[config.mk]
export PLATFORM = sky130hd
export DESIGN_NAME = temp_voltage_sampler_flat
export DESIGN_NICKNAME = d
export VERILOG_FILES = /design/src/rtl/temp_voltage_pkg.sv /design/src/rtl/temp_voltage_sampler_if.sv /design/src/rtl/period_tick_gen.sv /design/src/rtl/temp_voltage_sampler.sv /design/src/flat_wrapper.sv
export SDC_FILE = /design/constraint.sdc
export NUM_CORES = 1
export LEC_CHECK = 0
export ABC_CLOCK_PERIOD_IN_PS = 3500
export CORE_UTILIZATION = 51
export CTS_CLUSTER_DIAMETER = 100
export DETAILED_ROUTE_END_ITERATION = 6
export PLACE_DENSITY = 0.87
export SKIP_LAST_GASP = 1
export SYNTH_ARGS = -nofsm -noshare
export SYNTH_HDL_FRONTEND = slang
export SYNTH_SLANG_ARGS = --single-unit
[constraint.sdc]
create_clock -name clk -period 3.5 [get_ports clk]
set_input_delay 0.35 -clock clk [delete_from_list [all_inputs] [get_ports clk]]
set_output_delay 0.35 -clock clk [all_outputs]
set_load 0.1 [all_outputs]
[src/rtl/temp_voltage_pkg.sv]
// Shared types and constants for the temperature/voltage acquisition path.
// The 64-bit word layout is also consumed by the downstream UDP sender.
package temp_voltage_pkg;

    localparam int unsigned WORD_W    = 64;
    localparam int unsigned FLAGS_W   = 8;
    localparam int unsigned SEQ_W     = 8;
    localparam int unsigned FIELD_W   = 24;
    localparam int unsigned OVF_W     = 16;

    localparam int unsigned FLAGS_MSB = 63;
    localparam int unsigned SEQ_MSB   = 55;
    localparam int unsigned TEMP_MSB  = 47;
    localparam int unsigned VOLT_MSB  = 23;

    localparam int unsigned FLAG_TEMP_TO = 0;
    localparam int unsigned FLAG_VOLT_TO = 1;
    localparam int unsigned FLAG_DROP    = 2;
    localparam int unsigned FLAG_MISSED  = 3;

    typedef enum logic {
        ST_IDLE = 1'b0,
        ST_WAIT = 1'b1
    } state_t;

    typedef struct packed {
        logic [FLAGS_W-1:0] flags;
        logic [SEQ_W-1:0]   seq;
        logic [FIELD_W-1:0] temp;
        logic [FIELD_W-1:0] volt;
    } tv_word_t;

endpackage

[src/rtl/temp_voltage_sampler_if.sv]
// Sensor request/valid handshakes and FIFO write port of the sampler.
interface temp_voltage_sampler_if
    import temp_voltage_pkg::*;
#(
    parameter int unsigned DATA_W = 24
);
    logic              temp_req;
    logic              temp_valid;
    logic [DATA_W-1:0] temp_data;
    logic              volt_req;
    logic              volt_valid;
    logic [DATA_W-1:0] volt_data;
    logic              fifo_clr;
    logic              fifo_wrreq;
    tv_word_t          fifo_wrdata;
    logic              fifo_wrfull;
    logic [OVF_W-1:0]  overflow_count;

    modport master (
        output temp_req, volt_req, fifo_wrreq, fifo_wrdata, overflow_count,
        input  temp_valid, temp_data, volt_valid, volt_data, fifo_clr, fifo_wrfull
    );

    modport slave (
        input  temp_req, volt_req, fifo_wrreq, fifo_wrdata, overflow_count,
        output temp_valid, temp_data, volt_valid, volt_data, fifo_clr, fifo_wrfull
    );
endinterface

[src/rtl/period_tick_gen.sv]
// Enable-gated reloadable down-counter; emits a registered one-cycle tick
// every period_cycles clocks (a period of 0 behaves as 1).
module period_tick_gen #(
    parameter int unsigned CNT_W = 32
) (
    input  logic             clk,
    input  logic             reset,
    input  logic             enable,
    input  logic [CNT_W-1:0] period_cycles,
    output logic             tick
);
    logic [CNT_W-1:0] cnt_q;
    logic [CNT_W-1:0] reload_c;

    assign reload_c = (period_cycles == '0) ? '0 : period_cycles - 1'b1;

    always_ff @(posedge clk) begin
        if (reset || !enable) begin
            cnt_q <= reload_c;
            tick  <= 1'b0;
        end else if (cnt_q == '0) begin
            cnt_q <= reload_c;
            tick  <= 1'b1;
        end else begin
            cnt_q <= cnt_q - 1'b1;
            tick  <= 1'b0;
        end
    end
endmodule

[src/rtl/temp_voltage_sampler.sv]
// Periodic temperature/voltage acquisition: requests both sensors per tick,
// packs readings with seq/status flags and writes one word into the FIFO.
module temp_voltage_sampler
    import temp_voltage_pkg::*;
#(
    parameter int unsigned DATA_W         = 24,
    parameter int unsigned TIMEOUT_CYCLES = 1024,
    parameter int unsigned CNT_W          = 32
) (
    input  logic                  clk,
    input  logic                  reset,
    input  logic                  enable,
    input  logic [CNT_W-1:0]      period_cycles,
    temp_voltage_sampler_if.master bus
);
    localparam int unsigned TO_W = $clog2(TIMEOUT_CYCLES + 1);

    logic tick;

    period_tick_gen #(.CNT_W(CNT_W)) u_tick (
        .clk           (clk),
        .reset         (reset),
        .enable        (enable),
        .period_cycles (period_cycles),
        .tick          (tick)
    );

    state_t            state_q, state_d;
    logic              temp_got_q, temp_got_d, volt_got_q, volt_got_d;
    logic [DATA_W-1:0] temp_q, temp_d, volt_q, volt_d;
    logic [TO_W-1:0]   tcnt_q, tcnt_d;
    logic [SEQ_W-1:0]  seq_q, seq_d;
    logic              drop_q, drop_d, missed_q, missed_d;
    logic [OVF_W-1:0]  ovf_q, ovf_d;
    logic              req_q, req_d, wrreq_q, wrreq_d;
    tv_word_t          wrdata_q, wrdata_d;

    logic              temp_have_c, volt_have_c, exit_c;
    logic [DATA_W-1:0] temp_sel_c, volt_sel_c;
    logic [FLAGS_W-1:0] flags_c;
    logic [WORD_W-1:0] word_c;

    // Word as it would be written this cycle, including same-cycle valids/tick
    always_comb begin
        temp_have_c = temp_got_q | bus.temp_valid;
        volt_have_c = volt_got_q | bus.volt_valid;
        temp_sel_c  = temp_got_q ? temp_q : (bus.temp_valid ? DATA_W'(bus.temp_data) : '0);
        volt_sel_c  = volt_got_q ? volt_q : (bus.volt_valid ? DATA_W'(bus.volt_data) : '0);
        flags_c                = '0;
        flags_c[FLAG_TEMP_TO]  = ~temp_have_c;
        flags_c[FLAG_VOLT_TO]  = ~volt_have_c;
        flags_c[FLAG_DROP]     = drop_q;
        flags_c[FLAG_MISSED]   = missed_q | tick;
        word_c                          = '0;
        word_c[FLAGS_MSB -: FLAGS_W]    = flags_c;
        word_c[SEQ_MSB   -: SEQ_W]      = seq_q;
        word_c[TEMP_MSB  -: FIELD_W]    = FIELD_W'(temp_sel_c);
        word_c[VOLT_MSB  -: FIELD_W]    = FIELD_W'(volt_sel_c);
        exit_c = (state_q == ST_WAIT) &&
                 ((temp_have_c && volt_have_c) || (tcnt_q == TO_W'(TIMEOUT_CYCLES)));
    end

    // Next-state and registered-output logic
    always_comb begin
        state_d    = state_q;
        temp_got_d = temp_got_q;
        volt_got_d = volt_got_q;
        temp_d     = temp_q;
        volt_d     = volt_q;
        tcnt_d     = tcnt_q;
        seq_d      = seq_q;
        drop_d     = drop_q;
        missed_d   = missed_q;
        ovf_d      = ovf_q;
        req_d      = 1'b0;
        wrreq_d    = 1'b0;
        wrdata_d   = wrdata_q;

        case (state_q)
            ST_IDLE: begin
                if (tick) begin
                    state_d    = ST_WAIT;
                    req_d      = 1'b1;
                    temp_got_d = 1'b0;
                    volt_got_d = 1'b0;
                    temp_d     = '0;
                    volt_d     = '0;
                    tcnt_d     = '0;
                end
            end
            ST_WAIT: begin
                if (tick) missed_d = 1'b1;
                if (bus.temp_valid && !temp_got_q) begin
                    temp_got_d = 1'b1;
                    temp_d     = DATA_W'(bus.temp_data);
                end
                if (bus.volt_valid && !volt_got_q) begin
                    volt_got_d = 1'b1;
                    volt_d     = DATA_W'(bus.volt_data);
                end
                if (tcnt_q != TO_W'(TIMEOUT_CYCLES)) tcnt_d = tcnt_q + 1'b1;
                if (exit_c) begin
                    state_d = ST_IDLE;
                    if (!bus.fifo_wrfull) begin
                        wrreq_d  = 1'b1;
                        wrdata_d = word_c;
                        seq_d    = seq_q + 1'b1;
                        drop_d   = 1'b0;
                        missed_d = 1'b0;
                    end else begin
                        drop_d = 1'b1;
                        if (ovf_q != '1) ovf_d = ovf_q + 1'b1;
                    end
                end
            end
            default: state_d = ST_IDLE;
        endcase

        // Downstream clear wins over any acquisition activity this cycle
        if (bus.fifo_clr) begin
            state_d  = ST_IDLE;
            req_d    = 1'b0;
            wrreq_d  = 1'b0;
            wrdata_d = wrdata_q;
            seq_d    = '0;
            drop_d   = 1'b0;
            missed_d = 1'b0;
            ovf_d    = ovf_q;
        end
    end

    always_ff @(posedge clk) begin
        if (reset) begin
            state_q    <= ST_IDLE;
            temp_got_q <= 1'b0;
            volt_got_q <= 1'b0;
            temp_q     <= '0;
            volt_q     <= '0;
            tcnt_q     <= '0;
            seq_q      <= '0;
            drop_q     <= 1'b0;
            missed_q   <= 1'b0;
            ovf_q      <= '0;
            req_q      <= 1'b0;
            wrreq_q    <= 1'b0;
            wrdata_q   <= '0;
        end else begin
            state_q    <= state_d;
            temp_got_q <= temp_got_d;
            volt_got_q <= volt_got_d;
            temp_q     <= temp_d;
            volt_q     <= volt_d;
            tcnt_q     <= tcnt_d;
            seq_q      <= seq_d;
            drop_q     <= drop_d;
            missed_q   <= missed_d;
            ovf_q      <= ovf_d;
            req_q      <= req_d;
            wrreq_q    <= wrreq_d;
            wrdata_q   <= wrdata_d;
        end
    end

    assign bus.temp_req       = req_q;
    assign bus.volt_req       = req_q;
    assign bus.fifo_wrreq     = wrreq_q;
    assign bus.fifo_wrdata    = wrdata_q;
    assign bus.overflow_count = ovf_q;
endmodule

[src/flat_wrapper.sv]
// flat-port wrapper written by rule: the top's interface ports become plain ports
module temp_voltage_sampler_flat import temp_voltage_pkg::*;
#(
    parameter int unsigned DATA_W         = 24,
    parameter int unsigned TIMEOUT_CYCLES = 1024,
    parameter int unsigned CNT_W          = 32
)
  (clk, reset, enable, period_cycles, bus_temp_req, bus_volt_req, bus_fifo_wrreq, bus_fifo_wrdata, bus_overflow_count, bus_temp_valid, bus_temp_data, bus_volt_valid, bus_volt_data, bus_fifo_clr, bus_fifo_wrfull);
  temp_voltage_sampler_if #(.DATA_W(DATA_W)) bus_i ();
  input  logic clk;
  input  logic reset;
  input  logic enable;
  input  logic [CNT_W-1:0] period_cycles;
  output wire logic [$bits(bus_i.temp_req)-1:0] bus_temp_req;
  output wire logic [$bits(bus_i.volt_req)-1:0] bus_volt_req;
  output wire logic [$bits(bus_i.fifo_wrreq)-1:0] bus_fifo_wrreq;
  output wire logic [$bits(bus_i.fifo_wrdata)-1:0] bus_fifo_wrdata;
  output wire logic [$bits(bus_i.overflow_count)-1:0] bus_overflow_count;
  input wire logic [$bits(bus_i.temp_valid)-1:0] bus_temp_valid;
  input wire logic [$bits(bus_i.temp_data)-1:0] bus_temp_data;
  input wire logic [$bits(bus_i.volt_valid)-1:0] bus_volt_valid;
  input wire logic [$bits(bus_i.volt_data)-1:0] bus_volt_data;
  input wire logic [$bits(bus_i.fifo_clr)-1:0] bus_fifo_clr;
  input wire logic [$bits(bus_i.fifo_wrfull)-1:0] bus_fifo_wrfull;
  assign bus_temp_req = bus_i.temp_req;
  assign bus_volt_req = bus_i.volt_req;
  assign bus_fifo_wrreq = bus_i.fifo_wrreq;
  assign bus_fifo_wrdata = bus_i.fifo_wrdata;
  assign bus_overflow_count = bus_i.overflow_count;
  assign bus_i.temp_valid = bus_temp_valid;
  assign bus_i.temp_data = bus_temp_data;
  assign bus_i.volt_valid = bus_volt_valid;
  assign bus_i.volt_data = bus_volt_data;
  assign bus_i.fifo_clr = bus_fifo_clr;
  assign bus_i.fifo_wrfull = bus_fifo_wrfull;
  temp_voltage_sampler #(.DATA_W(DATA_W), .TIMEOUT_CYCLES(TIMEOUT_CYCLES), .CNT_W(CNT_W)) u_core (.clk(clk), .reset(reset), .enable(enable), .period_cycles(period_cycles), .bus(bus_i));
endmodule
# Word-level counts from Yosys, hierarchy flattened
# Cells that the tools add are included.
[classes] n_eq_ne=7 n_mux=29 add_sub_neg=5 bitwise=9 reduce_logical=21
[op_table] cell="$mux W24" n=7
[op_table] cell="$mux W32" n=3
[op_table] cell="$pmux W24 S2" n=2
[op_table] cell="$logic_not A32 Y1" n=2
[op_table] cell="$sub A32 B1 Y32 const B" n=2
[op_table] cell="$mux W11" n=2
[op_table] cell="$pmux W11 S2" n=1
[op_table] cell="$add A16 B1 Y16 const B" n=1
[op_table] cell="$ne A16 B16 Y1 const B" n=1
[op_table] cell="$add A11 B1 Y11 const B" n=1
[op_table] cell="$eq A11 B11 Y1 const B" n=1
[op_table] cell="$mux W1" n=11
[op_table] cell="$ne A11 B11 Y1 const B" n=1
[op_table] cell="$add A8 B1 Y8 const B" n=1
[op_table] cell="$ne A2 B2 Y1 const B" n=4
[op_table] cell="$reduce_and A2 Y1" n=4
[op_table] cell="$not A1 Y1" n=6
[op_table] cell="$pmux W1 S2" n=3
[op_table] cell="$reduce_and A5 Y1" n=1
[op_table] cell="$logic_and A1 B1 Y1" n=4
[op_table] cell="$reduce_and A4 Y1" n=1
[op_table] cell="$reduce_or A4 Y1" n=1
[op_table] cell="$logic_not A1 Y1" n=3
[op_table] cell="$or A1 B1 Y1" n=3
[op_table] cell="4 further kinds" n=5
[totals] inputBits=87 ff_bits=183 out_inout_bits=83 wordCells=89

# Logic depth before layout (Yosys ltp)
[depth] depth_word=6 mapped_depth=11 depth_no_buf=8

# Cells and area by module
# From an unflattened synthesis, not the netlist that was laid out.
[unflattened] cells_unflattened=1095 hier_area_um2=8823.5
[modules_own_cells] mod="temp_voltage_sampler" seq_area_each_um2=3002.9 area_per_inst_um2=6434.9 n_inst=1 cells_each=826
[modules_own_cells] mod="period_tick_gen" seq_area_each_um2=660.6 area_per_inst_um2=2388.5 n_inst=1 cells_each=269

# Worst setup path before layout
# OpenSTA, ideal clock, no wires.
[synth_path] path_type="register -> register" startpoint="register u_core.tcnt_q[0]" endpoint="register u_core.ovf_q[3], in the netlist u_core.bus.overflow_count[3]" setup_ns=0.067 t_required_ns=3.433 n_path_buf=0 synth_period_minus_slack_ns=2.610 path_slack_ns=0.890 path_stages_with_launch=9 t_arrival_ns=2.543 cell_sequence="dfxtp_1 inv_1 ha_1 or4b_4 o41a_1 nor4_2 nand4_1 xor2_1 nor2_1"
[synth_via] elab_chain_len=4
[synth_rtl] item="from (decl)" line_no="temp_voltage_sampler.sv:31" source="logic [TO_W-1:0] tcnt_q, tcnt_d;"
[synth_rtl] item="from (signal assigned)" line_no="temp_voltage_sampler.sv:153" source="tcnt_q <= tcnt_d;"
[synth_rtl] item="$eq A11 B11 Y1" line_no="temp_voltage_sampler.sv:60" source="((temp_have_c && volt_have_c) || (tcnt_q == TO_W'(TIMEOUT_CYCLES)));"
[synth_rtl] item="$logic_or A1 B1 Y1" line_no="temp_voltage_sampler.sv:60"
[synth_rtl] item="$logic_and A1 B1 Y1" line_no="temp_voltage_sampler.sv:59" source="exit_c = (state_q == ST_WAIT) &&"
[synth_rtl] item="$reduce_and A5 Y1 (no source line)"
[synth_rtl] item="to (signal assigned)" line_no="temp_voltage_sampler.sv:157" source="ovf_q <= ovf_d;"
[synth_rtl] item="to (decl)" line_no="temp_voltage_sampler.sv:34" source="logic [OVF_W-1:0] ovf_q, ovf_d;"
# Every way passes these cells.
# A chain may end at the register's enable or synchronous reset.

# Worst setup path in the final report
[layout_path] startpoint="register u_core.tcnt_q[0]" endpoint="register u_core.wrdata_q, in the netlist u_core.bus.fifo_wrdata[3]"
[layout_via] elab_chain_len=4
[layout_rtl] item="$eq A11 B11 Y1" line_no="temp_voltage_sampler.sv:60"
[layout_rtl] item="$logic_or A1 B1 Y1" line_no="temp_voltage_sampler.sv:60"
[layout_rtl] item="$logic_and A1 B1 Y1" line_no="temp_voltage_sampler.sv:59"
[layout_rtl] item="$reduce_and A4 Y1 (no source line)"
[layout_rtl] item="to (signal assigned)" line_no="temp_voltage_sampler.sv:160" source="wrdata_q <= wrdata_d;"
[layout_rtl] item="to (decl)" line_no="temp_voltage_sampler.sv:36" source="tv_word_t wrdata_q, wrdata_d;"
# Every way passes these cells.

==> parameters.txt <==
Parameter                              Value

Timing
  Worst Tran Pin Value ... 1.072 ns
  Count of endpoints failing hold in the final timing report ... 0
  Setup repair after global routing missed its margin ... false
  Final setup TNS ... 0 ns
  Final setup vio count ... 0
  Post-route clock period utilization ... a little under 90%
  Post-layout minimum cycle time ... a little over 3 ns
  Achievable frequency ... between 0.3 and 0.4 GHz
  Post-route clock skew ... ~0.012 ns
  Final Max Slew Viols ... 0
  Worst slew slack as a fraction of its limit ... 28.29%

Clock tree
  CTS tree ... done
  Number of buffers inserted to repair setup after CTS ... 0
  Cts bufs inserted ... 17
  Hold buffer count at cts ... 0
  Clock slew at the register clock pins of the worst setup and hold paths ... 0.07 ns
  Root Buffer ... clkbuf_16
  H-tree depth reported by CTS ... 4
  Clock sink count ... roughly 180
  Post-cts repair resize count ... 0
  Clk buf depth ... 2
  Clock latency at the later pin of the worst-skew pair ... about 0.43 ns

Critical path
  Nature of the critical path startpoint ... flip-flop
  Worst setup EP type ... flip-flop
  Arrival time of data at the critical path endpoint ... between 3 and 4 ns
  Top fanout value on the critical path ... 27
  Path type of the worst setup path ... flip-flop to flip-flop
  Required time reported for the critical path endpoint ... between 3 and 4 ns
  Launch point of the worst reg-to-reg path ... u_core.tcnt_q[0]
  Startpoint of the most critical setup path ... u_core.tcnt_q[0]

Hold path
  Launch instance of the worst min-delay path ... reset
  Worst hold path class ... primary input to flip-flop

Route
  Final Routed Wirelength ... 20850 um
  DR vias ... 7767
  First-pass iteration count of the detailed router ... 5
  Detail-routed net length per standard cell ... between 15 and 20 um
  DRC violation count after routing ... 0
  Via density per instance ... 5.827
  Antenna viol nets, final ... 0
  Initial DRC count ... 657

Status
  Status ... finished clean

Logic synthesis
  Synthesized netlist cell count ... approximately 1000
  Sequential share of the synthesized area ... between 40 and 50%
  Warnings, synthesis ... 0
  Synth Area per Inst ... around 8.3 um2
  Dominant register cell in the synthesized netlist ... dfxtp_1
  Cell area after synthesis ... slightly above 8000 um2
  Unique cell type count in the Yosys netlist ... 56
  Register bit count reported by yosys ... between 150 and 200
  Post-synth EDFFs ... 0
  Proportion of synthesized flip-flops having asynchronous set or reset ... 0%

Floorplanning
  Die area ... 16410 um2
  I/O pin cnt ... 170
  Placeable core region ... about 15000 um2
  Number of placement rows ... 45
  Die span in y ... ~130 um
  Chip width ... ~130 um
  Initial cell density of the core ... 52.76%

Layout
  Antenna diode instance count ... 0
  Top library cells by usage in the layout, fill and taps aside ... dfxtp_1 (183), clkdlybuf4s50_1 (164), nor2_1 (114)
  Total non-filler cell area in the finished layout ... around 10000 um2
  Signed area change from the synthesized netlist to the final layout ... 29.02%
  Fraction of final layout cells sized beyond drive strength 1 ... 5.882%
  Leading cell type in the layout, fill and taps excluded ... dfxtp_1
  Final non-filler cell total ... between 1000 and 1500
  Total number of nets in the final design ... ~1200

Place
  GPL Wtd Cong ... 0.8301
  Instance count after placement with tap cells included ... 1302
  Placed standard-cell area ... between 9000 and 10000 um2
  Post-detail-place hpwl ... 14000 um
  Port bufs ... about 170

Power
  Leakage power summed over all cells ... around 3.4 nW
  Maximum vdd ir drop ... roughly 0.00038 V
  Power per cell area ... 417.8 nW/um2

Run
  Number of maximum-capacitance constraint violations ... 0

GRT
  Number of global-route vias before repair ... 7048
  Wire length of the first global-routing pass ... 34390 um
  Global router's overall resource usage ... about a quarter
  Pin count of the biggest net entering global routing ... 75
  Congestion Overflow GR ... 0
  Antenna violations before repair ... 0
==> worst max-delay path, stage by stage, from the launching register on <==
cell	delay, ns
dfxtp_1	0.34
inv_1	0.07
ha_1	0.12
or4b_4	0.47
o41a_1	0.47
or4_2	0.75
buf_4	0.31
a221oi_1	0.29
nor3_1	0.08
==> path summary, 6_finish.rpt <==
| check | to | slack (ns) | cells past startpoint |
|---|---|---|---|
| max | u_core.bus.fifo_wrdata[3] | 0.45 | 8 |
| min | u_core.bus.overflow_count[5] | 0.33 | 2 |
| max reg2reg | u_core.bus.fifo_wrdata[3] | 0.45 | 8 |
| min reg2reg | u_core.bus.fifo_wrdata[58] | 0.44 | 2 |
==> flip-flops by register name (all words and copies together) (netlist names) <==
name	count
u_core.bus.fifo_wrdata	60
u_core.u_tick.cnt_q	32
u_core.temp_q	24
u_core.volt_q	24
u_core.bus.overflow_count	16
u_core.tcnt_q	11
u_core.seq_q	8
u_core.bus.fifo_wrreq	1
u_core.bus.temp_req	1
u_core.drop_q	1
u_core.missed_q	1
u_core.state_q	1
u_core.temp_got_q	1
u_core.u_tick.tick	1
u_core.volt_got_q	1
==> final cells by class <==
type | instances | area, um2
fillers | 1199 | 4907
multi-input cells | 710 | 4106
flip-flops and latches | 183 | 3664
repair buffers | 186 | 1807
clock buffers | 19 | 432.9
well taps | 211 | 264.0
clock inverters | 12 | 145.1
inverters | 12 | 45.04
==> kinds of logic after synthesis <==
| family | count (synthesis) | synth area share [%] |
|---|---|---|
| AO/OA/AOI/OAI | 180 | 14.44 |
| multiplexers | 3 | 0.3857 |
| AND/OR/NAND/NOR | 440 | 26.12 |
| XOR/XNOR | 76 | 8.207 |
| flip-flops | 183 | 45.17 |
| adder cells (fa/ha/maj) | 7 | 1.080 |
| buffers and inverters | 86 | 4.551 |
| other | 1 | 0.04624 |
==> cells in the mapped netlist, drive strengths merged, types with 2 or more instances <==
cell type    n  area share [%]
o21a         2            0.19
xor2        25             2.7
inv         11            0.51
nand3b       3            0.28
a211oi       3            0.28
buf         16             1.3
clkbuf      58             2.7
nor4        23             2.0
o21ai       10            0.62
nand2       99             4.6
ha           7             1.1
and2         2            0.15
or3         12            0.93
or2          4            0.31
or4          8            0.74
a21oi       77             4.8
nor2b        3            0.23
nand3       64             3.9
xnor2       51             5.5
mux2i        2            0.25
nand4       10            0.77
a221oi      48             5.2
and3         7            0.54
dfxtp      183              45
nor3b        2            0.19
nand2b       5            0.39
nor2       115             5.4
nor3        74             4.6
o22ai       30             2.3
or4b         3            0.42
o41ai        3            0.32
==> metal layers <==
metal / track usage [%] / share of wire (%) / vias to the layer above
li1: - / - / 3750
met1: 33.11 / 43 / 3647
met2: 43.57 / 49 / 332
met3: 5.092 / 6.5 / 38
met4: 9.204 / 2.2 / 0
met5: 0 / 0 / -
==> metrics by stage <==
step,hold slack [ns],utilization [%],worst slack [ns],power (W)
3_3_place_gp,0.4407,64.31,0.5505,0.002512
3_5_place_dp,0.4476,64.31,0.4623,0.002518
4_1_cts,0.3073,68.07,0.4402,0.004397
6_report,0.3287,68.07,0.4545,0.004371
2_1_floorplan,0.4285,-,0.8904,0.002357
5_1_grt,0.3430,68.07,0.3110,0.004519
==> report_power, final <==
part	switching, W	leakage (nW)	internal, W
Clock	0.000831	0.274	0.00106
Sequential	0.0000358	1.49	0.00212
Combinational	0.000166	1.62	0.000158
Total	0.00103	3.38	0.00334
Power figures use the tool's default switching activity.
